`src/rtl/fifo_rd_pkg.sv`:
```
// Shared types and widths for the FIFO read-side unpacker.
// Latency: n/a (types only).
// Backpressure: n/a (types only).
package fifo_rd_pkg;

  localparam int FIFO_W = 128;
  localparam int BEAT_W = 32;

  typedef logic [FIFO_W-1:0] fifo_word_t;
  typedef logic [BEAT_W-1:0] beat_t;

  // Encoding doubles as the buffer occupancy count.
  typedef enum logic [1:0] {
    B0 = 2'd0,
    B1 = 2'd1,
    B2 = 2'd2
  } buf_state_e;

endpackage

```
`src/rtl/fifo_rd_unpacker_if.sv`:
```
// Bundle of FIFO read-side and beat-stream signals for the unpacker.
// Latency: n/a (wiring only).
// Backpressure: m_ready from the sink; the FIFO side is paced by o_rden.
// master = unpacker side, slave = FIFO + sink side.
interface fifo_rd_unpacker_if #(
  parameter int IN_W  = fifo_rd_pkg::FIFO_W,
  parameter int OUT_W = fifo_rd_pkg::BEAT_W
);
  logic             o_rden;
  logic [IN_W-1:0]  i_rddata;
  logic             i_empty;
  logic             i_alm_empty;
  logic             m_valid;
  logic             m_ready;
  logic [OUT_W-1:0] m_data;
  logic             m_last;
  logic [15:0]      o_words;

  modport master (
    output o_rden,
    input  i_rddata, i_empty, i_alm_empty,
    output m_valid,
    input  m_ready,
    output m_data, m_last, o_words
  );

  modport slave (
    input  o_rden,
    output i_rddata, i_empty, i_alm_empty,
    input  m_valid,
    output m_ready,
    input  m_data, m_last, o_words
  );
endinterface

```
`src/rtl/fifo_rd_wordbuf.sv`:
```
// Two-entry word buffer: captures FIFO read data, retires the head word on request.
// Latency: captured word becomes head (or next) on the capture edge.
// Backpressure: none internally; the issuer never captures while two words are held.
// Ports: cap_vld/cap_dat capture input, retire_vld head retire, occ occupancy, head_dat head word.
module fifo_rd_wordbuf
  import fifo_rd_pkg::*;
#(
  parameter int W = FIFO_W
) (
  input  logic         clk,
  input  logic         rstn,
  input  logic         cap_vld,
  input  logic [W-1:0] cap_dat,
  input  logic         retire_vld,
  output logic [1:0]   occ,
  output logic [W-1:0] head_dat
);

  buf_state_e   state_q, state_d;
  logic [W-1:0] head_q, head_d;
  logic [W-1:0] next_q, next_d;

  always_comb begin
    state_d = state_q;
    head_d  = head_q;
    next_d  = next_q;
    case (state_q)
      B0: begin
        if (cap_vld) begin
          head_d  = cap_dat;
          state_d = B1;
        end
      end
      B1: begin
        case ({cap_vld, retire_vld})
          2'b10: begin
            next_d  = cap_dat;
            state_d = B2;
          end
          2'b01: state_d = B0;
          // Retiring head while a new word lands: the new word is the head.
          2'b11: head_d = cap_dat;
          default: ;
        endcase
      end
      B2: begin
        if (retire_vld) begin
          head_d  = next_q;
          state_d = B1;
        end
      end
      default: state_d = B0;
    endcase
  end

  always_ff @(posedge clk or negedge rstn) begin
    if (!rstn) begin
      state_q <= B0;
      head_q  <= '0;
      next_q  <= '0;
    end else begin
      state_q <= state_d;
      head_q  <= head_d;
      next_q  <= next_d;
    end
  end

  assign occ      = state_q;
  assign head_dat = head_q;

endmodule

```
`src/rtl/fifo_rd_unpacker.sv`:
```
// Reads 128-bit words from a sync FIFO and emits them as 32-bit valid/ready beats.
// Latency: o_rden -> pop at edge k, capture at k+1, first beat valid the cycle after; 1 beat/cycle sustained.
// Backpressure: m_ready low holds the beat; FIFO reads stop once two words are held or in flight.
// Ports: clk, rstn, bus (master: o_rden/i_rddata/i_empty/i_alm_empty, m_valid/m_ready/m_data/m_last, o_words).
// Option: define FIFO_RD_UNPK_BE_EN to emit beats from the top of the word down.
module fifo_rd_unpacker
  import fifo_rd_pkg::*;
#(
  parameter int IN_W  = FIFO_W,
  parameter int OUT_W = BEAT_W
) (
  input  logic                clk,
  input  logic                rstn,
  fifo_rd_unpacker_if.master  bus
);

  localparam int BEATS = IN_W / OUT_W;
  localparam int BW    = (BEATS > 1) ? $clog2(BEATS) : 1;
  localparam logic [BW-1:0] LAST_BEAT = BW'(BEATS - 1);

  logic            rden_q, rden_d;
  logic            inflight_q, inflight_d;
  logic [BW-1:0]   beat_q, beat_d;
  logic [15:0]     words_q, words_d;
  logic [1:0]      occ;
  logic [IN_W-1:0] head;
  logic            xfer;
  logic            retire_vld;
  logic [2:0]      reserved;

  assign xfer       = bus.m_valid && bus.m_ready;
  assign retire_vld = xfer && (beat_q == LAST_BEAT);
  // Words held + word in flight + pop happening at this edge; occupancy is
  // taken before any retire so the buffer can never be over-committed.
  assign reserved   = {1'b0, occ} + {2'b0, inflight_q} + {2'b0, rden_q};

  always_comb begin
    rden_d     = 1'b0;
    inflight_d = rden_q;
    beat_d     = beat_q;
    words_d    = words_q;
    if (reserved < 3'd2 && !bus.i_empty) begin
      // Back-to-back reads only when at least two words are known stored,
      // since i_empty does not yet reflect the pop at this edge.
      rden_d = rden_q ? !bus.i_alm_empty : 1'b1;
    end
    if (xfer) begin
      if (beat_q == LAST_BEAT) begin
        beat_d  = '0;
        words_d = words_q + 16'd1;
      end else begin
        beat_d = beat_q + 1'b1;
      end
    end
  end

  always_ff @(posedge clk or negedge rstn) begin
    if (!rstn) begin
      rden_q     <= 1'b0;
      inflight_q <= 1'b0;
      beat_q     <= '0;
      words_q    <= '0;
    end else begin
      rden_q     <= rden_d;
      inflight_q <= inflight_d;
      beat_q     <= beat_d;
      words_q    <= words_d;
    end
  end

  fifo_rd_wordbuf #(.W(IN_W)) u_wordbuf (
    .clk        (clk),
    .rstn       (rstn),
    .cap_vld    (inflight_q),
    .cap_dat    (bus.i_rddata),
    .retire_vld (retire_vld),
    .occ        (occ),
    .head_dat   (head)
  );

  assign bus.o_rden  = rden_q;
  assign bus.m_valid = (occ != 2'd0);
  assign bus.m_last  = (beat_q == LAST_BEAT);
  assign bus.o_words = words_q;
`ifdef FIFO_RD_UNPK_BE_EN
  assign bus.m_data  = head[IN_W - 1 - int'(beat_q) * OUT_W -: OUT_W];
`else
  assign bus.m_data  = head[int'(beat_q) * OUT_W +: OUT_W];
`endif

endmodule

```
`src/flat_wrapper.sv`:
```
// flat-port wrapper written by rule: the top's interface ports become plain ports
module fifo_rd_unpacker_flat import fifo_rd_pkg::*;
#(
  parameter int IN_W  = FIFO_W,
  parameter int OUT_W = BEAT_W
)
  (clk, rstn, bus_o_rden, bus_i_rddata, bus_i_empty, bus_i_alm_empty, bus_m_valid, bus_m_ready, bus_m_data, bus_m_last, bus_o_words);
  fifo_rd_unpacker_if #(.IN_W(IN_W), .OUT_W(OUT_W)) bus_i ();
  input  logic clk;
  input  logic rstn;
  output wire logic [$bits(bus_i.o_rden)-1:0] bus_o_rden;
  input wire logic [$bits(bus_i.i_rddata)-1:0] bus_i_rddata;
  input wire logic [$bits(bus_i.i_empty)-1:0] bus_i_empty;
  input wire logic [$bits(bus_i.i_alm_empty)-1:0] bus_i_alm_empty;
  output wire logic [$bits(bus_i.m_valid)-1:0] bus_m_valid;
  input wire logic [$bits(bus_i.m_ready)-1:0] bus_m_ready;
  output wire logic [$bits(bus_i.m_data)-1:0] bus_m_data;
  output wire logic [$bits(bus_i.m_last)-1:0] bus_m_last;
  output wire logic [$bits(bus_i.o_words)-1:0] bus_o_words;
  assign bus_o_rden = bus_i.o_rden;
  assign bus_i.i_rddata = bus_i_rddata;
  assign bus_i.i_empty = bus_i_empty;
  assign bus_i.i_alm_empty = bus_i_alm_empty;
  assign bus_m_valid = bus_i.m_valid;
  assign bus_i.m_ready = bus_m_ready;
  assign bus_m_data = bus_i.m_data;
  assign bus_m_last = bus_i.m_last;
  assign bus_o_words = bus_i.o_words;
  fifo_rd_unpacker #(.IN_W(IN_W), .OUT_W(OUT_W)) u_core (.clk(clk), .rstn(rstn), .bus(bus_i));
endmodule
```
`config.mk`:
```
export PLATFORM = sky130hd
export DESIGN_NAME = fifo_rd_unpacker_flat
export DESIGN_NICKNAME = d
export VERILOG_FILES = /design/src/rtl/fifo_rd_pkg.sv /design/src/rtl/fifo_rd_unpacker_if.sv /design/src/rtl/fifo_rd_wordbuf.sv /design/src/rtl/fifo_rd_unpacker.sv /design/src/flat_wrapper.sv
export SDC_FILE = /design/constraint.sdc
export NUM_CORES = 1
export LEC_CHECK = 0
export BUFFER_PORTS_ARGS = -buffer_cell sky130_fd_sc_hd__buf_4
export CORE_UTILIZATION = 40
export DETAILED_ROUTE_END_ITERATION = 10
export PLACE_DENSITY_LB_ADDON = 0.1
export SYNTH_ARGS = -nofsm -noshare
export SYNTH_HDL_FRONTEND = slang
export SYNTH_SLANG_ARGS = --single-unit
export TNS_END_PERCENT = 10
```
`constraint.sdc`:
```
create_clock -name clk -period 2.2 [get_ports clk]
set_clock_uncertainty 0.05 [all_clocks]
set_input_delay 0.66 -clock clk [delete_from_list [all_inputs] [get_ports clk]]
set_output_delay 0.66 -clock clk [all_outputs]
set_load 0.02 [all_outputs]
```
==> key figures, run 1 <==
Place
  • Pre-CTS setup slack: 0.124 ns
  • Port-buffer cells: 183
  • Gp weighted congestion: 0.744
  • Post-DP HPWL: 17700 um

Floorplanning
  • Initial core utilization: 40.5%
  • Die area: roughly 0.032 sq mm
  • Placeable Area: 0.0305 sq mm
  • Io pins: 184
  • Die height: 178 um
  • Chip Width: 178 um
  • Row cnt: between 60 and 70

Worst setup path
  • Worst setup path start: u_core.beat_q[0]$_DFFE_PN0N_
  • Req. time, crit path: approximately 1.5 ns
  • CP Data Arrival Time: 1.86 ns
  • Startpoint class of the critical path: flop
  • Worst r2r src: u_core.beat_q[0]$_DFFE_PN0N_
  • CP Class: flop to output port
  • Largest fanout on the critical path: 8
  • CP endpoint kind: output port

Synth
  • Post-synthesis adder-cell area fraction: 0.304%
  • Xor and xnor area share after synthesis: 1.06%
  • Post-synth design cell area: between 0.01 and 0.015 sq mm
  • Async SR Flop Fraction: 100%
  • Sequential area share after synthesis: 56.3%
  • Register bit count reported by yosys: around 280
  • Post-synthesis compound-gate area fraction: 5.86%
  • Largest family of logic cells by synthesized area: multiplexers
  • Syn Nets: approximately 1.1k
  • Post-synthesis mux area share: 27.9%
  • Avg Cell Area, Syn: 12.9 sq um
  • Post-Synth Simple-Gate Area: approximately 5.3%
  • Cell count after synthesis: 956
  • Ys Warns: 0
  • Post-synth top flop: dfrtp_1
  • Post-synth EDFFs: 0
  • Yosys cell types: 30

Clock tree
  • Worst-Skew Late Latency: 0.50 ns
  • CTS buffer count: 34
  • Clk sinks: 278
  • Maximum buffer depth of the clock tree: 3
  • Root Driver: clkbuf_16
  • CTS tree: done
  • H-tree depth: 2
  • CTS clk-pin slew, worst paths: about 0.060 ns

Status
  • Status: finished, violations left
  • Failing checks: setup timing

Power
  • Overall Power: roughly 25 mW
  • LEAKAGE: approximately 6.6 nW
  • Worst vdd ir: 0.743 mV
  • Cell Pwr Density: 1600 mW/mm^2

Finish
  • Reg area: about 0.0070 sq mm
  • Area occupied by multi-input gates: 0.00504 sq mm
  • Fin util: 51.1%
  • Leading cell types in the layout, fill and taps excluded: dfrtp_1 (275), buf_4 (169), nor2_1 (131), a21oi_1 (130), mux2_2 (129)
  • Layout fillers: 2657
  • Final #Nets: approximately 1.3k
  • Area grow syn2layout: 26.0%
  • Layout cell share with drive strength beyond 1: 37.2%
  • Antenna Cells: 0
  • Commonest non-fill, non-tap cell in the layout: dfrtp_1

Drt
  • Wire per inst: approximately 18 um
  • Routed WL: 28200 um
  • DRT iter0 DRCs: 326
  • Drt via density: roughly 5.1
  • Detail Route Antenna Nets: 0
  • Vias: 7881
  • DR pass1 iterations: 4
  • DRC errors left: 0

Worst hold path
  • Hold Path Class: primary input to flop
  • Hold wc startpoint: bus_i_empty

Global route
  • First-pass GRT wire length: about 45000 um
  • GR Overflow Total: 0
  • Total track usage: between 10% and 20%
  • Initial antenna violation count: 0
  • Vias in the first global route: ~8k
  • Largest net degree at the start of global routing: 90

Timing
  • Final setup violating endpoints: 33
  • Final Hold Viols: 0
  • Fmax: 389 MHz
  • RSZ-0062 raised after global routing: true
  • Fin. max-slew vios: 0
  • Final worst slack: -0.374 ns
  • Slew margin rel.: 62.4%
  • Minimum clock period after layout: 2.57 ns
  • Fin crit share: 117%
  • Worst-margin pin slew: 0.564 ns

Flow run
  • Max-cap violation count: 0
## cell families (layout without fill, tap and decap cells)
| kind of cell | count (synthesis) | after routing |
|---|---|---|
| xor+xnor | 15 | 15 |
| fa+ha+maj | 3 | 3 |
| compound gates | 139 | 139 |
| mux | 289 | 289 |
| flops | 278 | 278 |
| simple gates | 164 | 164 |
| buf+inv | 68 | 272 |
## cell type report
type,count,share of cell area [%]
sequential,278,44.7
inverter,1,0.0241
timing repair buffer,211,12.4
clock inverter,7,0.562
multi-input combinational,610,32.4
tap,396,3.18
clock buffer,53,6.84
## through the flow
stage                     instance area, sq um  setup TNS, ns  hold WS, ns  std cells
after floorplan                          12400              0        0.314        956
after global placement                   14200              0        0.377       1489
after detailed placement                 14200              0        0.384       1489
after CTS                                15600         -12.47        0.241       1556
after global routing                     15600         -13.85        0.242       1556
final                                    15600         -11.48        0.261       1556
## sequential cells by signal, summed over array words and instances, names as in the netlist
name                       count
u_core.bus.o_rden              1
u_core.u_wordbuf.head_dat    128
u_core.bus.o_words            16
u_core.beat_q                  2
u_core.inflight_q              1
u_core.u_wordbuf.occ           2
u_core.u_wordbuf.next_q      128
## critical path, stage by stage (launching register included)
cell,delay (ns)
dfrtp_2,0.39
buf_4,0.15
buf_12,0.14
mux4_2,0.52
buf_4,0.17
## path summary, 6_finish.rpt
kind                                                            end  slack [ns]  cells past startpoint
max in group asynchronous  u_core.u_wordbuf.next_q[118]$_DFFE_PN0P_        0.84                      3
min in group asynchronous         u_core.bus.o_words[4]$_DFFE_PN0P_        0.59                      2
max                                                  bus_m_data[30]       -0.37                      4
min                                     u_core.bus.o_rden$_DFF_PN0_        0.26                      2
max reg2reg                 u_core.u_wordbuf.next_q[25]$_DFFE_PN0P_        0.14                      6
min reg2reg                             u_core.inflight_q$_DFF_PN0_        0.39                      0
## where the power goes
group          leakage, nW  switching (mW)  internal, mW
Combinational         2.82            4.93          5.35
Clock                0.567            2.11          3.56
Sequential            3.23            1.35          7.64
## Yosys cell counts, types with 2 or more instances
cell type / count / area share, %
a21oi_1: 130 / 5.3
a31oi_1: 2 / 0.10
and3_1: 3 / 0.15
buf_2: 49 / 2.0
buf_4: 3 / 0.18
buf_6: 10 / 0.91
clkbuf_1: 5 / 0.15
dfrtp_1: 278 / 56
ha_1: 3 / 0.30
mux2_2: 129 / 12
mux2i_1: 128 / 10
mux4_2: 32 / 5.8
nand2_1: 12 / 0.36
nand3_1: 5 / 0.20
nand4_1: 5 / 0.25
nor2_1: 131 / 4.0
nor2b_1: 2 / 0.10
nor3_1: 3 / 0.12
nor4_1: 2 / 0.10
xnor2_1: 13 / 0.92
xor2_1: 2 / 0.14
## per-layer routing
metal	global-route usage, %	up-vias	share of wire [%]
li1	-	3777	-
met1	25.7	3911	47
met2	28.6	153	46
met3	4.24	40	5.4
met4	4.38	0	1.5
met5	0	-	0
## timing repair
item	CTS	global route
hold buffers	1	0
gates cloned	3	0
resized for setup	33	1
endpoints found under the setup margin	34	221
buffers inserted	4	0
hold endpoints to repair	10	0
Power figures use the tool's default switching activity.
==> inputs of run 2 (changes only) <==
--- a/config.mk
+++ b/config.mk
@@ -6,8 +6,11 @@
 export NUM_CORES = 1
 export LEC_CHECK = 0
 export BUFFER_PORTS_ARGS = -buffer_cell sky130_fd_sc_hd__buf_4
+export CELL_PAD_IN_SITES_DETAIL_PLACEMENT = 1
+export CELL_PAD_IN_SITES_GLOBAL_PLACEMENT = 1
 export CORE_UTILIZATION = 40
 export DETAILED_ROUTE_END_ITERATION = 10
+export GPL_TIMING_DRIVEN = 0
 export PLACE_DENSITY_LB_ADDON = 0.1
 export SYNTH_ARGS = -nofsm -noshare
 export SYNTH_HDL_FRONTEND = slang
==> run 2 against run 1 <==
  * The run still ends with setup timing left
  * Sequential cell count stayed put
  * Hold slack worse by 0.20 ns
  * Total power is 4.1% higher
  * Worst setup slack worse by 0.17 ns
  * Critical path type unchanged
==> key figures, run 2 (synthesis results as in run 1) <==
Status
  • Status: finished, violations left
  • Failing checks: setup timing

Floorplanning
  • Chip Width: 178 um
  • Io pins: 184
  • Die height: 178 um
  • Initial core utilization: 40.5%
  • Row cnt: 64
  • Die area: 0.0316 sq mm
  • Placeable Area: 0.0305 sq mm

Timing
  • Final worst slack: -0.547 ns
  • Final Hold Viols: 0
  • Final setup violating endpoints: 32
  • Fmax: 364 MHz
  • Fin crit share: 125%
  • Slew margin rel.: 49.0%
  • RSZ-0062 raised after global routing: true
  • Worst-margin pin slew: 0.765 ns
  • Minimum clock period after layout: 2.75 ns
  • Fin. max-slew vios: 0

Global route
  • Initial antenna violation count: 1
  • Met1 usage: 31.4%
  • First-pass GRT wire length: 53900 um
  • GR Overflow Total: 0
  • Vias in the first global route: 9176
  • GRT busiest layer: met2
  • Total track usage: 22.9%
  • Largest net degree at the start of global routing: 110
  • Met3 GRT Util: 2.53%
  • Met2 GRT Util: between 30 and 40%

Drt
  • DR pass1 iterations: 4
  • Detail Route Antenna Nets: 0
  • DRC errors left: 0
  • Wire per inst: 21.9 um
  • Vias: 8476
  • Routed WL: about 35000 um
  • DRT iter0 DRCs: roughly 380
  • Drt via density: 5.31

Finish
  • Layout fillers: between 3k and 4k
  • Final #Nets: 1316
  • Fin area: 0.0158 sq mm
  • Layout cell share with drive strength beyond 1: 39.5%
  • Area grow syn2layout: 27.4%
  • Leading cell types in the layout, fill and taps excluded: dfrtp_1 (276), buf_4 (181), a21oi_1 (130), mux2_2 (129)
  • Commonest non-fill, non-tap cell in the layout: dfrtp_1

Worst setup path
  • Startpoint class of the critical path: flop
  • Req. time, crit path: about 1.5 ns
  • CP Class: flop to output port
  • FF-to-FF path depth: 9
  • CP endpoint kind: output port
  • Largest fanout on the critical path: 8
  • CP Data Arrival Time: 2.04 ns

Clock tree
  • CTS buffer count: 31
  • Clk sinks: about 280
  • Maximum buffer depth of the clock tree: 3
  • Worst-Skew Late Latency: 0.55 ns
  • CTS clk-pin slew, worst paths: approximately 0.06 ns
  • Root Driver: clkbuf_16
  • CTS tree: done
  • H-tree depth: 1

Power
  • Cell Pwr Density: about 1600 mW/mm^2
  • Overall Power: 26.0 mW
  • LEAKAGE: 6.80 nW
  • Worst vdd ir: 0.811 mV

Worst hold path
  • Hold Path Class: primary input to asynchronous set/reset pin

Flow run
  • Max-cap violation count: 0

Place
  • Post-DP HPWL: 24200 um
  • Port-buffer cells: between 150 and 200
  • Dpl cell area: 0.0143 sq mm
  • Gp weighted congestion: 0.740
[run 2: critical path: stages, from the launching register on]
cell and delay [ns]:
dfrtp_1 0.39, buf_12 0.20, clkbuf_16 0.20, mux4_2 0.54, buf_6 0.16
[run 2: worst paths after layout]
check / start / slack, ns / end
worst max-delay path: u_core.beat_q[0]$_DFFE_PN0N_ / -0.55 / bus_m_data[7]
worst min-delay path: rstn / 0.06 / u_core.bus.o_words[14]$_DFFE_PN0P_
worst max register to register: u_core.beat_q[0]$_DFFE_PN0N_ / 0.06 / u_core.u_wordbuf.head_dat[91]$_DFFE_PN0P_
worst min register to register: u_core.bus.o_rden$_DFF_PN0_ / 0.40 / u_core.inflight_q$_DFF_PN0_
max in group asynchronous: rstn / 1.01 / u_core.u_wordbuf.head_dat[89]$_DFFE_PN0P_
min in group clk: bus_i_empty / 0.21 / u_core.bus.o_rden$_DFF_PN0_
[run 2: metrics by stage]
| stage | worst slack (ns) | std cells | hold WS [ns] | util [%] | setup TNS, ns |
|---|---|---|---|---|---|
| floorplan | 0.0609 | 956 | 0.314 | - | 0 |
| global placement | -2.17 | 1534 | 0.383 | 46.6 | -613.89 |
| detailed placement | -0.587 | 1536 | 0.384 | 46.8 | -19.96 |
| CTS | -0.558 | 1592 | 0.104 | 51.1 | -16.36 |
| global route | -0.596 | 1596 | 0.125 | 51.6 | -18.23 |
| finish | -0.547 | 1597 | 0.0577 | 51.6 | -16.12 |
[run 2: cell type report]
class | count | area (sq um) | share of cell area [%]
Tap cell | 396 | 495 | 3.15
Clock inverter | 5 | 75.1 | 0.477
Buffer | 67 | 598 | 3.80
Clock buffer | 47 | 946 | 6.01
Multi-Input combinational cell | 610 | 5020 | 31.9
Inverter | 1 | 3.75 | 0.0238
Sequential cell | 278 | 6960 | 44.2
Timing Repair Buffer | 191 | 1650 | 10.5
Antenna cell | 2 | 5.00 | 0.0318
[run 2: layer usage]
layer | routed length [um] | up-vias
met5 | 0 | -
met4 | 600 | 0
met3 | 1510 | 40
met2 | 17200 | 189
met1 | 15700 | 4401
li1 | - | 3846
[run 2: what timing repair did]
item | 4_1_cts | 5_1_grt
gates cloned | 1 | 2
hold buffers | 0 | 0
gates resized for setup | 75 | 31
endpoints found under the setup margin | 38 | 76
endpoints found under the hold margin | 0 | 0
buffers inserted | 3 | 1
[run 2: report_power, final]
group / switching, mW / internal, mW
Combinational: 5.91 / 5.84
Sequential: 1.38 / 7.64
Clock: 2.04 / 3.15
